==> config.mk <==
export PLATFORM = sky130hd
export DESIGN_NAME = multi_cycle_ctrl
export DESIGN_NICKNAME = d
export VERILOG_FILES = /design/src/rtl/ctrl_pkg.sv /design/src/rtl/ctrl_decode.sv /design/src/rtl/multi_cycle_ctrl.sv
export SDC_FILE = /design/constraint.sdc
export NUM_CORES = 1
export LEC_CHECK = 0
export BUFFER_PORTS_ARGS = -buffer_cell sky130_fd_sc_hd__buf_2
export CAP_MARGIN = 20
export CORE_ASPECT_RATIO = 0.6
export CORE_MARGIN = 2
export CORE_UTILIZATION = 50
export CTS_BUF_LIST = sky130_fd_sc_hd__clkbuf_16
export DETAILED_ROUTE_END_ITERATION = 10
export PLACE_DENSITY = 0.79
export SLEW_MARGIN = 0
export SYNTH_ARGS = -nofsm -noshare
export SYNTH_HDL_FRONTEND = slang
export SYNTH_SLANG_ARGS = --single-unit
==> constraint.sdc <==
create_clock -name clk -period 3.08 [get_ports clk]
set_clock_uncertainty 0.15 [all_clocks]
set_input_delay 0.462 -clock clk [delete_from_list [all_inputs] [get_ports clk]]
set_output_delay 0.462 -clock clk [all_outputs]
set_load 0.02 [all_outputs]
==> src/rtl/ctrl_pkg.sv <==
// Shared types and encodings for the multi-cycle controller: FSM states,
// decoded operation classes, opcode/funct values, ALU and PC-select codes.
package ctrl_pkg;

  typedef enum logic [2:0] {
    ST_IDLE   = 3'd0,
    ST_FETCH  = 3'd1,
    ST_DECODE = 3'd2,
    ST_EXEC   = 3'd3,
    ST_MEM    = 3'd4,
    ST_WB     = 3'd5,
    ST_TRAP   = 3'd6
  } state_t;

  typedef enum logic [2:0] {
    OP_NONE  = 3'd0,
    OP_RTYPE = 3'd1,
    OP_ADDIU = 3'd2,
    OP_LW    = 3'd3,
    OP_SW    = 3'd4,
    OP_BEQ   = 3'd5,
    OP_J     = 3'd6
  } op_class_t;

  localparam logic [5:0] OPC_RTYPE = 6'b000000;
  localparam logic [5:0] OPC_ADDIU = 6'b001001;
  localparam logic [5:0] OPC_LW    = 6'b100011;
  localparam logic [5:0] OPC_SW    = 6'b101011;
  localparam logic [5:0] OPC_BEQ   = 6'b000100;
  localparam logic [5:0] OPC_J     = 6'b000010;

  localparam logic [5:0] FN_ADDU = 6'b100001;
  localparam logic [5:0] FN_SUBU = 6'b100011;
  localparam logic [5:0] FN_AND  = 6'b100100;
  localparam logic [5:0] FN_OR   = 6'b100101;
  localparam logic [5:0] FN_SLT  = 6'b101010;

  localparam logic [2:0] ALU_ADD = 3'b000;
  localparam logic [2:0] ALU_SUB = 3'b001;
  localparam logic [2:0] ALU_AND = 3'b010;
  localparam logic [2:0] ALU_OR  = 3'b011;
  localparam logic [2:0] ALU_SLT = 3'b100;

  localparam logic [1:0] PC_PLUS4  = 2'b00;
  localparam logic [1:0] PC_BRANCH = 2'b01;
  localparam logic [1:0] PC_JUMP   = 2'b10;

  // Operations whose second ALU operand is the sign-extended immediate.
  function automatic logic uses_imm(input op_class_t op);
    logic r;
    case (op)
      OP_ADDIU, OP_LW, OP_SW: r = 1'b1;
      default:                r = 1'b0;
    endcase
    return r;
  endfunction

endpackage

==> src/rtl/ctrl_decode.sv <==
// Combinational instruction decoder: opcode/funct -> operation class,
// ALU operation and legality.
import ctrl_pkg::*;

module ctrl_decode (
  input  logic [5:0] opcode,
  input  logic [5:0] funct,
  output op_class_t  op_class,
  output logic [2:0] alu_ctrl,
  output logic       legal
);

  // Opcode and funct classification; anything unlisted is illegal.
  always_comb begin
    op_class = OP_NONE;
    alu_ctrl = ALU_ADD;
    legal    = 1'b0;
    case (opcode)
      OPC_RTYPE: begin
        case (funct)
          FN_ADDU: begin op_class = OP_RTYPE; alu_ctrl = ALU_ADD; legal = 1'b1; end
          FN_SUBU: begin op_class = OP_RTYPE; alu_ctrl = ALU_SUB; legal = 1'b1; end
          FN_AND:  begin op_class = OP_RTYPE; alu_ctrl = ALU_AND; legal = 1'b1; end
          FN_OR:   begin op_class = OP_RTYPE; alu_ctrl = ALU_OR;  legal = 1'b1; end
          FN_SLT:  begin op_class = OP_RTYPE; alu_ctrl = ALU_SLT; legal = 1'b1; end
          default: begin op_class = OP_NONE;  alu_ctrl = ALU_ADD; legal = 1'b0; end
        endcase
      end
      OPC_ADDIU: begin op_class = OP_ADDIU; alu_ctrl = ALU_ADD; legal = 1'b1; end
      OPC_LW:    begin op_class = OP_LW;    alu_ctrl = ALU_ADD; legal = 1'b1; end
      OPC_SW:    begin op_class = OP_SW;    alu_ctrl = ALU_ADD; legal = 1'b1; end
      OPC_BEQ:   begin op_class = OP_BEQ;   alu_ctrl = ALU_SUB; legal = 1'b1; end
      OPC_J:     begin op_class = OP_J;     alu_ctrl = ALU_ADD; legal = 1'b1; end
      default:   begin op_class = OP_NONE;  alu_ctrl = ALU_ADD; legal = 1'b0; end
    endcase
  end

endmodule

==> src/rtl/multi_cycle_ctrl.sv <==
// Multi-cycle MIPS-subset control FSM with fetch/memory handshakes and a
// retired-instruction counter. Define CTRL_ILLEGAL_TRAP_EN to trap on illegal ops.
import ctrl_pkg::*;

module multi_cycle_ctrl (
  input  logic        clk,
  input  logic        rst_n,
  input  logic [31:0] instr,
  output logic        if_req,
  input  logic        if_ack,
  output logic        mem_req,
  output logic        mem_we,
  input  logic        mem_ack,
  input  logic        zero,
  output logic [2:0]  ALUctrl,
  output logic        ALUsrc,
  output logic        ir_wr,
  output logic        reg_wr,
  output logic        reg_dst,
  output logic        mem_to_reg,
  output logic        pc_wr,
  output logic [1:0]  pc_sel,
  output logic [31:0] retire_cnt,
  output logic        illegal
);

  state_t     state_r, state_nxt_s;
  logic [5:0] opcode_r, funct_r;
  op_class_t  op_class_s;
  logic [2:0] alu_ctrl_s;
  logic       legal_s;
  logic [31:0] retire_cnt_r;
  logic       unused_instr_bits;

  assign unused_instr_bits = ^instr[25:6];

  ctrl_decode u_decode (
    .opcode   (opcode_r),
    .funct    (funct_r),
    .op_class (op_class_s),
    .alu_ctrl (alu_ctrl_s),
    .legal    (legal_s)
  );

  // State register.
  always_ff @(posedge clk or negedge rst_n) begin
    if (!rst_n) state_r <= ST_IDLE;
    else        state_r <= state_nxt_s;
  end

  // Opcode/funct capture on the accepted fetch.
  always_ff @(posedge clk or negedge rst_n) begin
    if (!rst_n) begin
      opcode_r <= 6'd0;
      funct_r  <= 6'd0;
    end else if (state_r == ST_FETCH && if_ack) begin
      opcode_r <= instr[31:26];
      funct_r  <= instr[5:0];
    end
  end

  // Retired-instruction counter, one step per PC update; wraps naturally.
  always_ff @(posedge clk or negedge rst_n) begin
    if (!rst_n)     retire_cnt_r <= 32'd0;
    else if (pc_wr) retire_cnt_r <= retire_cnt_r + 32'd1;
  end

  assign retire_cnt = retire_cnt_r;

`ifdef CTRL_ILLEGAL_TRAP_EN
  logic illegal_r;

  // Sticky illegal flag, cleared only by reset.
  always_ff @(posedge clk or negedge rst_n) begin
    if (!rst_n)                                illegal_r <= 1'b0;
    else if (state_r == ST_DECODE && !legal_s) illegal_r <= 1'b1;
  end

  assign illegal = illegal_r;
`else
  assign illegal = 1'b0;
`endif

  // Next-state and strobe decode; handshake strobes depend on the acks directly.
  always_comb begin
    state_nxt_s = state_r;
    if_req      = 1'b0;
    mem_req     = 1'b0;
    mem_we      = 1'b0;
    ALUctrl     = ALU_ADD;
    ALUsrc      = 1'b0;
    ir_wr       = 1'b0;
    reg_wr      = 1'b0;
    reg_dst     = 1'b0;
    mem_to_reg  = 1'b0;
    pc_wr       = 1'b0;
    pc_sel      = PC_PLUS4;

    // ALU controls stay stable from EXEC through WB for address/result paths.
    if (state_r == ST_EXEC || state_r == ST_MEM || state_r == ST_WB) begin
      ALUctrl = alu_ctrl_s;
      ALUsrc  = uses_imm(op_class_s);
    end else begin
      ALUctrl = ALU_ADD;
      ALUsrc  = 1'b0;
    end

    case (state_r)
      ST_IDLE: state_nxt_s = ST_FETCH;

      ST_FETCH: begin
        if_req = 1'b1;
        if (if_ack) begin
          ir_wr       = 1'b1;
          state_nxt_s = ST_DECODE;
        end else begin
          state_nxt_s = ST_FETCH;
        end
      end

      ST_DECODE: begin
        if (legal_s) begin
          state_nxt_s = ST_EXEC;
        end else begin
`ifdef CTRL_ILLEGAL_TRAP_EN
          state_nxt_s = ST_TRAP;
`else
          pc_wr       = 1'b1;
          pc_sel      = PC_PLUS4;
          state_nxt_s = ST_FETCH;
`endif
        end
      end

      ST_EXEC: begin
        case (op_class_s)
          OP_RTYPE, OP_ADDIU: state_nxt_s = ST_WB;
          OP_LW, OP_SW:       state_nxt_s = ST_MEM;
          OP_BEQ: begin
            pc_wr       = 1'b1;
            pc_sel      = zero ? PC_BRANCH : PC_PLUS4;
            state_nxt_s = ST_FETCH;
          end
          OP_J: begin
            pc_wr       = 1'b1;
            pc_sel      = PC_JUMP;
            state_nxt_s = ST_FETCH;
          end
          default: state_nxt_s = ST_FETCH;
        endcase
      end

      ST_MEM: begin
        mem_req = 1'b1;
        mem_we  = (op_class_s == OP_SW);
        if (mem_ack) begin
          if (op_class_s == OP_SW) begin
            pc_wr       = 1'b1;
            pc_sel      = PC_PLUS4;
            state_nxt_s = ST_FETCH;
          end else begin
            state_nxt_s = ST_WB;
          end
        end else begin
          state_nxt_s = ST_MEM;
        end
      end

      ST_WB: begin
        reg_wr      = 1'b1;
        reg_dst     = (op_class_s == OP_RTYPE);
        mem_to_reg  = (op_class_s == OP_LW);
        pc_wr       = 1'b1;
        pc_sel      = PC_PLUS4;
        state_nxt_s = ST_FETCH;
      end

      ST_TRAP: state_nxt_s = ST_TRAP;

      default: state_nxt_s = ST_IDLE;
    endcase
  end

endmodule

---- After elaboration in Yosys (flattened, before gate mapping) ----
Cells that the tools add are included.
W data, S select, Z words.
cells by class
  eq/ne operators ......................... 22
  reductions and logical operators ........ 12
  muxes and demuxes ....................... 31
  $add $sub $neg .......................... 1
operators with widths
  kind                     number
  $eq A6 B6 Y1 const B     7
  $pmux W3 S6              2
  $add A32 B1 Y32 const B  1
  $eq A3 B3 Y1 const B     6
  $mux W1                  17
  $eq A3 B2 Y1 const B     4
  $pmux W3 S2              2
  $pmux W3 S4              1
  $reduce_or A5 Y1         2
  $mux W3                  3
  $reduce_or A2 Y1         4
  $eq A3 B1 Y1 const B     2
  $eq A6 B2 Y1 const B     1
  $eq A6 B3 Y1 const B     1
  $eq A6 B4 Y1 const B     1
  $logic_not A6 Y1         1
  $mux W2                  3
  $pmux W1 S4              1
  $pmux W2 S2              1
  $logic_not A3 Y1         1
  $reduce_or A3 Y1         1
  $logic_or A1 B1 Y1       2
  $pmux W1 S2              1
  $logic_and A1 B1 Y1      1
word-level totals
  logic and storage cells ................. 70
  input bits .............................. 37
  flip-flop bits (word level) ............. 47

---- Depth between registers and ports, before layout ----
Gate-level depths: netlist of the first run.
  depth in word-level cells ............... 8
  depth in mapped cells ................... 9
  depth with buffers taken out ............ 7

---- By module ----
A second synthesis of the first run with hierarchy kept.
unflattened totals
  cells, all modules ...................... 254
  area, all modules ....................... 2643.8 um2
by module, submodules not included
  module            cells each  seq. area each (um2)  times used  area each (um2)
  multi_cycle_ctrl  217         1176.1                1           2394.8
  ctrl_decode       37          0.0                   1           249.0

---- Worst setup path after synthesis of the first run ----
OpenSTA, ideal clock, no wires.
  path kind ............................... register -> output
  start ................................... register opcode_r[3]
  end ..................................... output port ALUctrl[1]
  data arrival time ....................... 1.748 ns
  cell stages (with the launch flop) ...... 6
  data required time ...................... 2.468 ns
  setup slack ............................. 0.720 ns
  cell sequence ........................... dfrtp_1 -> buf_2 -> or4_4 -> nor2_1 -> o211ai_1 -> nor3_1
on the way
  word-level cells in the longest chain between the ends .. 3
  elaborated cells on any way between the ends .. 4
  classes of those cells .................. eq/ne (1); mux (2); reduce/logical (1)
ends and longest elaborated chain
  what                                                     RTL line                 source
  start, declared                                          multi_cycle_ctrl.sv:28   logic [5:0] opcode_r, funct_r;
  start signal, assigned                                   multi_cycle_ctrl.sv:57   opcode_r <= instr[31:26];
  $eq A6 B3 Y1 / $logic_not A6 Y1 (equally long branches)  ctrl_decode.sv:18        case (opcode)
  $pmux W3 S2 (*)                                          ctrl_decode.sv:18
  $mux W3 (*)                                              multi_cycle_ctrl.sv:100  if (state_r == ST_EXEC || state_r == ST_MEM || state_r == ST_WB) begin
  end, declared                                            multi_cycle_ctrl.sv:15   output logic [2:0] ALUctrl,
Every way passes the cells marked *; elsewhere a longest branch is shown, timed or not.

---- Worst setup path after layout of the first run ----
  start ................................... register opcode_r[1]
  end ..................................... output port pc_wr
on the way
  word-level cells in the longest chain between the ends .. 6
  elaborated cells on any way between the ends .. 18
  classes of those cells .................. eq/ne (8); mux (7); reduce/logical (3)
ends and longest elaborated chain
  what                                                RTL line                                          source
  $eq A6 B2 Y1, or another cell as far along          ctrl_decode.sv:18
  $pmux W3 S6                                         ctrl_decode.sv:18
  $eq A3 B3 Y1 (on tied branches)                     multi_cycle_ctrl.sv:157, multi_cycle_ctrl.sv:136
  $mux W1 / $reduce_or A2 Y1 (equally long branches)  --
  $mux W1 (on tied branches)                          multi_cycle_ctrl.sv:156, multi_cycle_ctrl.sv:136
  $pmux W1 S4 (*)                                     multi_cycle_ctrl.sv:108                           case (state_r)
  end, declared                                       multi_cycle_ctrl.sv:21                            output logic pc_wr,
Marks and branches as above.

==> metrics.txt, run 1 <==
Worst Tran Pin Value=621 ps; hold-critical path depth=2; area share of the largest cell type after synthesis=0.463; GRT Util Overall=0.209; H-tree levels=2; minimum clock period=2900 ps; Cell Chain, Critical Path=or4b_2 > o21ai_0 > a221o_1 > o31a_1 > inv_2 > buf_2; fin util=0.610; critical-path maximum fanout=12; RSZ-0062 raised after global routing=no; post-DP HPWL=3.93 mm; fraction of registers with async set/reset=1.00; Leak=1.33 nW; fin. max-slew vios=0; ant diodes=0; initial core utilization=0.510; Remaining DRCs=0; largest net degree at the start of global routing=48; synth top area cells=dfrtp_1 (46%), xor2_1 (8.3%), mux2_2 (5.8%), xnor2_1 (3.8%), nand2_1 (2.8%); worst r2r dst=retire_cnt[21]; post-CTS setup buffers=0; Die ar.=5690 um2; WS Path Type=register to primary output; final instance area=3040 um2; Startpoint Class=register; area grow syn2layout=19.5%; dpl cell area=2880 um2; Syn Nets=276; CTS Sinks=47; Routed met2 length=2.39 mm; RR Startpoint=opcode_r[1]; Clk Latency, worst-skew pair=280 ps; FP Rows=20; status=complete, no violations; routed length per instance=15.0 um; final setup margin=176 ps; Max Cap Violations=0; max frequency=344 MHz; Post-synth top flop=dfrtp_1; port bufs=62; hold path startpoint=instr[0]; Yosys reg bits=47; routed vias=1965; via-per-instance ratio=5.38; Final setup viols=0; Post-Route WL=5.48 mm; TritonCTS buffer count=5; IO Pins=84; PostCTS Resize Cnt=0; Post-Syn Area=2540 um2; Final ANT Viol Nets=0; Worst IR Drop VDD=0.000277 V; Core Area=4980 um2; setup_tns=0 ps; hold slack=266 ps; clock buffer depth=2; cell count after placement=357; drt pass-1 iters=4; CTS tree=done; routability cong.=0.808; Finished Layout Cells=365; Post-Syn Instances=238; CTS hold repair buffers=0; vias in the first global route=1838; met3 wire len=216 um; post-layout power=2.04 mW; FF-to-FF path depth=7; Seq/Total Area, Yosys=0.463; Top Metal Used=met4; Chip Height=59.2 um; gr ovfl total=0; Yosys top cell by area=dfrtp_1; fraction of layout cells with a size suffix above 1=0.328; Max-slew headroom=0.584; WP data arrival=2290 ps; CP peak stage delay=680 ps; Worst EP required=2470 ps; CTS clk-pin slew, worst paths=60 ps; nets=338; pre-CTS setup slack=482 ps; EDFF count, synth=0; first-pass GRT wire length=9.04 mm; DRT met1 WL=2.81 mm; Final Hold Vio Count=0; worst hold path type=input port to register; Critical Path Slowest Stage Cell=or4b_2; initial antenna violation count=0; Die Width=96.0 um; flop2flop setup slack=430 ps; PD cells=672 nW/um2; Mean Syn Cell Area=10.7 um2; clk root buf=clkbuf_16; Netlist cell types=50; fin crit share=0.943; Hold EP=funct_r[0]; 1st-iter DRT viols=94; critical path capture point type=primary output; Synth warnings=0
-- power by group --
group          internal, mW  switching, mW  total [mW]
Sequential            0.736          0.188       0.923
Clock                 0.289          0.207       0.496
Combinational         0.296          0.326       0.621
Total                  1.32          0.721        2.04
-- critical path: cells and delay by family, from the launching register on --
family,cells,cell delay [ps]
compound gates,3,520
simple gates,1,680
buf+inv,2,290
flops,1,530
-- final cells by class --
| class | count | area, um2 |
|---|---|---|
| well taps | 66 | 82.6 |
| clock inverters | 1 | 3.75 |
| multi-input cells | 174 | 1260 |
| flip-flops and latches | 47 | 1180 |
| repair buffers | 68 | 370 |
| inverters | 4 | 15.0 |
| fillers | 442 | 1940 |
| clock buffers | 5 | 125 |
-- flip-flops by register name, summed over array words and instances (netlist names) --
register    flops
retire_cnt     32
opcode_r        6
state_r         3
funct_r         6
-- layout by cell type, fill, tap and decap left out, drive strengths merged, types with 2 or more instances in the layout --
cell and instances:
nand2b 6, a21oi 3, and4 4, nand2 19
and2 2, nor3b 6, nor2 14, a31o 2
nor4 7, nor4bb 2, or3 2, mux2 13
xnor2 11, clkbuf 5, dfrtp 47, buf 67
nor3 14, and3 4, nor4b 4, inv 5
nor2b 4, nand3 10, xor2 24, nand4 3
o21ai 5
-- cells by family (layout without fill, tap and decap cells) --
| family | Yosys count | after routing | synth area share |
|---|---|---|---|
| compound gates | 17 | 17 | 0.0453 |
| xor+xnor | 35 | 35 | 0.121 |
| fa+ha+maj | 1 | 1 | 0.00492 |
| buf+inv | 17 | 78 | 0.0399 |
| flops | 47 | 47 | 0.463 |
| mux | 13 | 13 | 0.0576 |
| other cells | 1 | 1 | 0.00148 |
| simple gates | 107 | 107 | 0.267 |
-- per-layer routing --
metal | GRT usage | vias to the layer above
li1 | - | 955
met1 | 0.314 | 958
met2 | 0.298 | 43
met3 | 0.0509 | 9
met4 | 0.0612 | 0
met5 | 0 | -
-- synthesized netlist by cell type, drive strengths merged (5+ instances only) --
library cell  number
nor3              14
nor3b              6
nand3             10
mux2              13
dfrtp             47
nand2b             6
nand2             19
xnor2             11
nor2              14
o21ai              5
nor4               7
xor2              24
buf               11
-- worst max path at each step --
| stage | endpoint | startpoint | cells past startpoint |
|---|---|---|---|
| 3_5_place_dp | retire_cnt[21] | opcode_r[1] | 7 |
| 3_3_place_gp | pc_wr | opcode_r[1] | 6 |
| 5_1_grt | pc_wr | opcode_r[3] | 6 |
| 6_report | pc_wr | opcode_r[1] | 6 |
| 2_1_floorplan | ALUctrl[1] | opcode_r[3] | 5 |
| 4_1_cts | pc_wr | opcode_r[1] | 6 |
(Power assumes the default switching activity.)
==> run 2: changes to the inputs <==
Settings changed: ABC_AREA set to 1, CORE_ASPECT_RATIO 0.6 to 1.4, CORE_UTILIZATION 50 to 53, PLACE_DENSITY 0.79 to 0.8.
==> run 2 against run 1 <==
Effect of this change:
- fmax is 9.6% higher
- cell count is 60% higher
- register-to-register slack better by 350 ps
- die area is 16% higher
- non-clock buffer count stayed put
- global-route usage is 4.5 points higher
- combinational power is 25% higher
- first-iteration DRC count is 98% higher
- routed wire length is 46% higher
- area after synthesis is 24% higher
- total power is 5.8% higher
- largest cell class unchanged
==> metrics.txt, run 2 <==
status=complete, no violations; Clk Latency, worst-skew pair=290 ps (about the same); Hold EP=opcode_r[5]; Post-Syn Area=3160 um2 (+24%); critical path capture point type=primary output; synth top area cells=dfrtp_1 (37%), nand2_1 (20%), nand4_1 (7.1%), xor2_1 (6.7%), nor2_1 (5.8%); RR Startpoint=opcode_r[1]; area grow syn2layout=16.0%; initial core utilization=0.542 (+0.0319); Core Area=5820 um2 (+17%); Syn Nets=492 (+78%); P_int=1.26 mW (-4.2%); CTS clk-pin slew, worst paths=60 ps (about the same); fin. max-slew vios=0 (unchanged); clk root buf=clkbuf_16; max reg flops=32 (unchanged); Post-synth top flop=dfrtp_1; Max Cap Violations=0 (unchanged); RSZ-0062 raised after global routing=no; top post-synthesis cells by count=nand2_1 (168), nor2_1 (49), dfrtp_1 (47), nand4_1 (36), inv_1 (35); Die Width=69.2 um (-28%); Post-Syn Instances=454 (+91%); Yosys reg bits=47 (unchanged); fillcell total=546 (+24%); Final setup viols=0 (unchanged); critical-path maximum fanout=33 (+21); ant diodes=0 (unchanged); Worst IR Drop VDD=0.000507 V (+83%); EDFF count, synth=0 (unchanged); worst hold path type=input port to register; FF-to-FF path depth=10 (+3); routed length per instance=13.8 um (-8.3%); FP Rows=33 (+65%); hold path startpoint=instr[31]; setup_tns=0 ps (unchanged); GRT Util Overall=0.253 (+0.0446); fraction of registers with async set/reset=1.00 (unchanged); port bufs=62 (unchanged); CP startpoint=opcode_r[1]; Seq/Total Area, Yosys=0.373 (-0.0903); PD cells=590 nW/um2 (-12%); 1st-iter DRT viols=186 (+98%); worst r2r dst=retire_cnt[26]; nets=550 (+63%); Die ar.=6600 um2 (+16%); TritonCTS buffer count=5 (unchanged); vias in the first global route=3054 (+66%); Post-Route WL=8.03 mm (+46%); initial antenna violation count=0 (unchanged); max frequency=377 MHz (+9.6%); Worst EP required=2470 ps (about the same); Yosys top cell by area=dfrtp_1; combinational power share=0.360 (+0.055); gr ovfl total=0 (unchanged); fin util=0.629 (+0.0190); Net Sw Frac=0.415 (+0.0614); IO Pins=84 (unchanged); flop2flop setup slack=780 ps (+350 ps); commonest non-fill, non-tap cell in the layout=nand2_1; most frequent cells in the layout=nand2_1 (168), buf_2 (62), nor2_1 (49); clock buffer depth=2 (unchanged); Mean Syn Cell Area=6.95 um2 (-35%); hold-critical path depth=3 (+1); drt pass-1 iters=5 (+1); H-tree levels=2 (unchanged); minimum clock period=2650 ps (-254 ps); sequential share of power=0.402 (-0.050); routed vias=3221 (+64%); most common cell in the netlist=nand2_1; fraction of layout cells with a size suffix above 1=0.185 (-0.143); post-DP HPWL=6.01 mm (+53%); Final ANT Viol Nets=0 (unchanged); WS Path Type=register to primary output; area share of the largest cell type after synthesis=0.373 (-0.0903); Clk network pwr share=0.238 (-0.005); CTS tree=done; Chip Height=95.3 um (+61%); Netlist cell types=28 (-44%); Worst Tran Pin Value=534 ps (-87.2 ps); Remaining DRCs=0 (unchanged); first-pass GRT wire length=13.3 mm (+47%); largest net degree at the start of global routing=48 (unchanged); CTS Sinks=47 (unchanged); routability cong.=0.908 (+12%); Startpoint Class=register; via-per-instance ratio=5.52 (+2.6%); WP data arrival=2040 ps (-250 ps); Max-slew headroom=0.643 (+0.0589); Leak=1.97 nW (+48%); fin crit share=0.860 (-0.0825); Synth warnings=0 (unchanged); Final Hold Vio Count=0 (unchanged); sw power=895 uW (+24%)
[run 2: cell types whose count changed after synthesis, sizes merged, moves of 5 or more]
cell    previous run  this run
inv                4        40
nor2              14        55
nor4               7         2
nand3             10        20
nand2             19       170
xnor2             11         4
nor3              14        22
nand2b             6         0
nand4              3        37
mux2              13         0
[run 2: cell families (layout without fill, tap and decap cells)]
logic type | Yosys count | count (layout) | share of synthesized area
and+or+nand+nor | 309 | 309 | 0.443
DFF | 47 | 47 | 0.373
xor gates and xnor gates | 28 | 28 | 0.0777
adders and majority gates | 1 | 1 | 0.00396
buffers and inverters | 57 | 116 | 0.0765
AOI/OAI and AO/OA | 11 | 11 | 0.0250
other | 1 | 1 | 0.00119
[run 2: area by class of cell]
cell class	instances	area (um2)	area share
Tap cell	70	87.6	0.0239
Multi-Input combinational cell	350	1740	0.475
Clock buffer	5	125	0.0342
Sequential cell	47	1180	0.321
Clock inverter	3	12.5	0.00342
Timing Repair Buffer	68	370	0.101
Inverter	40	150	0.0410
[run 2: worst max-delay path by stage]
stage / cells past startpoint / to
floorplan: 7 / ir_wr
global placement: 8 / pc_wr
detailed placement: 8 / pc_wr
CTS: 8 / pc_wr
global route: 8 / pc_wr
finish: 8 / pc_wr
[run 2: critical path, stage by stage (launching register included)]
cell	delay [ps]
dfrtp_1	410
inv_1	90
nor2_1	40
nand3_1	140
nand2_1	90
nor2_2	150
nand4_4	450
nand3_4	190
buf_2	190
[run 2: repair_timing]
item	4_1_cts	5_1_grt
gates resized for setup	0	0
hold buffers	0	1
hold endpoints to repair	0	12
buffers inserted	0	0
[run 2: metal layers]
layer	share of wire	up-vias	track usage
met1	0.38	1468	0.269
met3	0.054	34	0.0423
met4	0.052	0	0.180
li1	-	1579	-
met5	0	-	0
met2	0.51	140	0.455
[run 2: per-stage QoR]
| stage | total power, mW | setup slack [ps] | std cells | cell area (um2) | hold WS [ps] |
|---|---|---|---|---|---|
| finish | 2.16 | 430 | 583 | 3660 | 220 |
| floorplan | 1.46 | 955 | 454 | 3160 | 16.4 |
| detailed placement | 1.65 | 742 | 573 | 3490 | 381 |
| global placement | 1.61 | 761 | 573 | 3490 | 361 |
| global route | 2.31 | 267 | 583 | 3660 | 226 |
| CTS | 2.16 | 408 | 581 | 3630 | 220 |
[run 2: power by group through the flow]
stage | Clock (mW) | Combinational (mW) | Sequential (mW)
2_1_floorplan | 0 | 0.595 | 0.865
3_3_place_gp | 0 | 0.744 | 0.865
3_5_place_dp | 0 | 0.769 | 0.876
4_1_cts | 0.520 | 0.775 | 0.866
5_1_grt | 0.549 | 0.876 | 0.886
6_report | 0.513 | 0.778 | 0.868
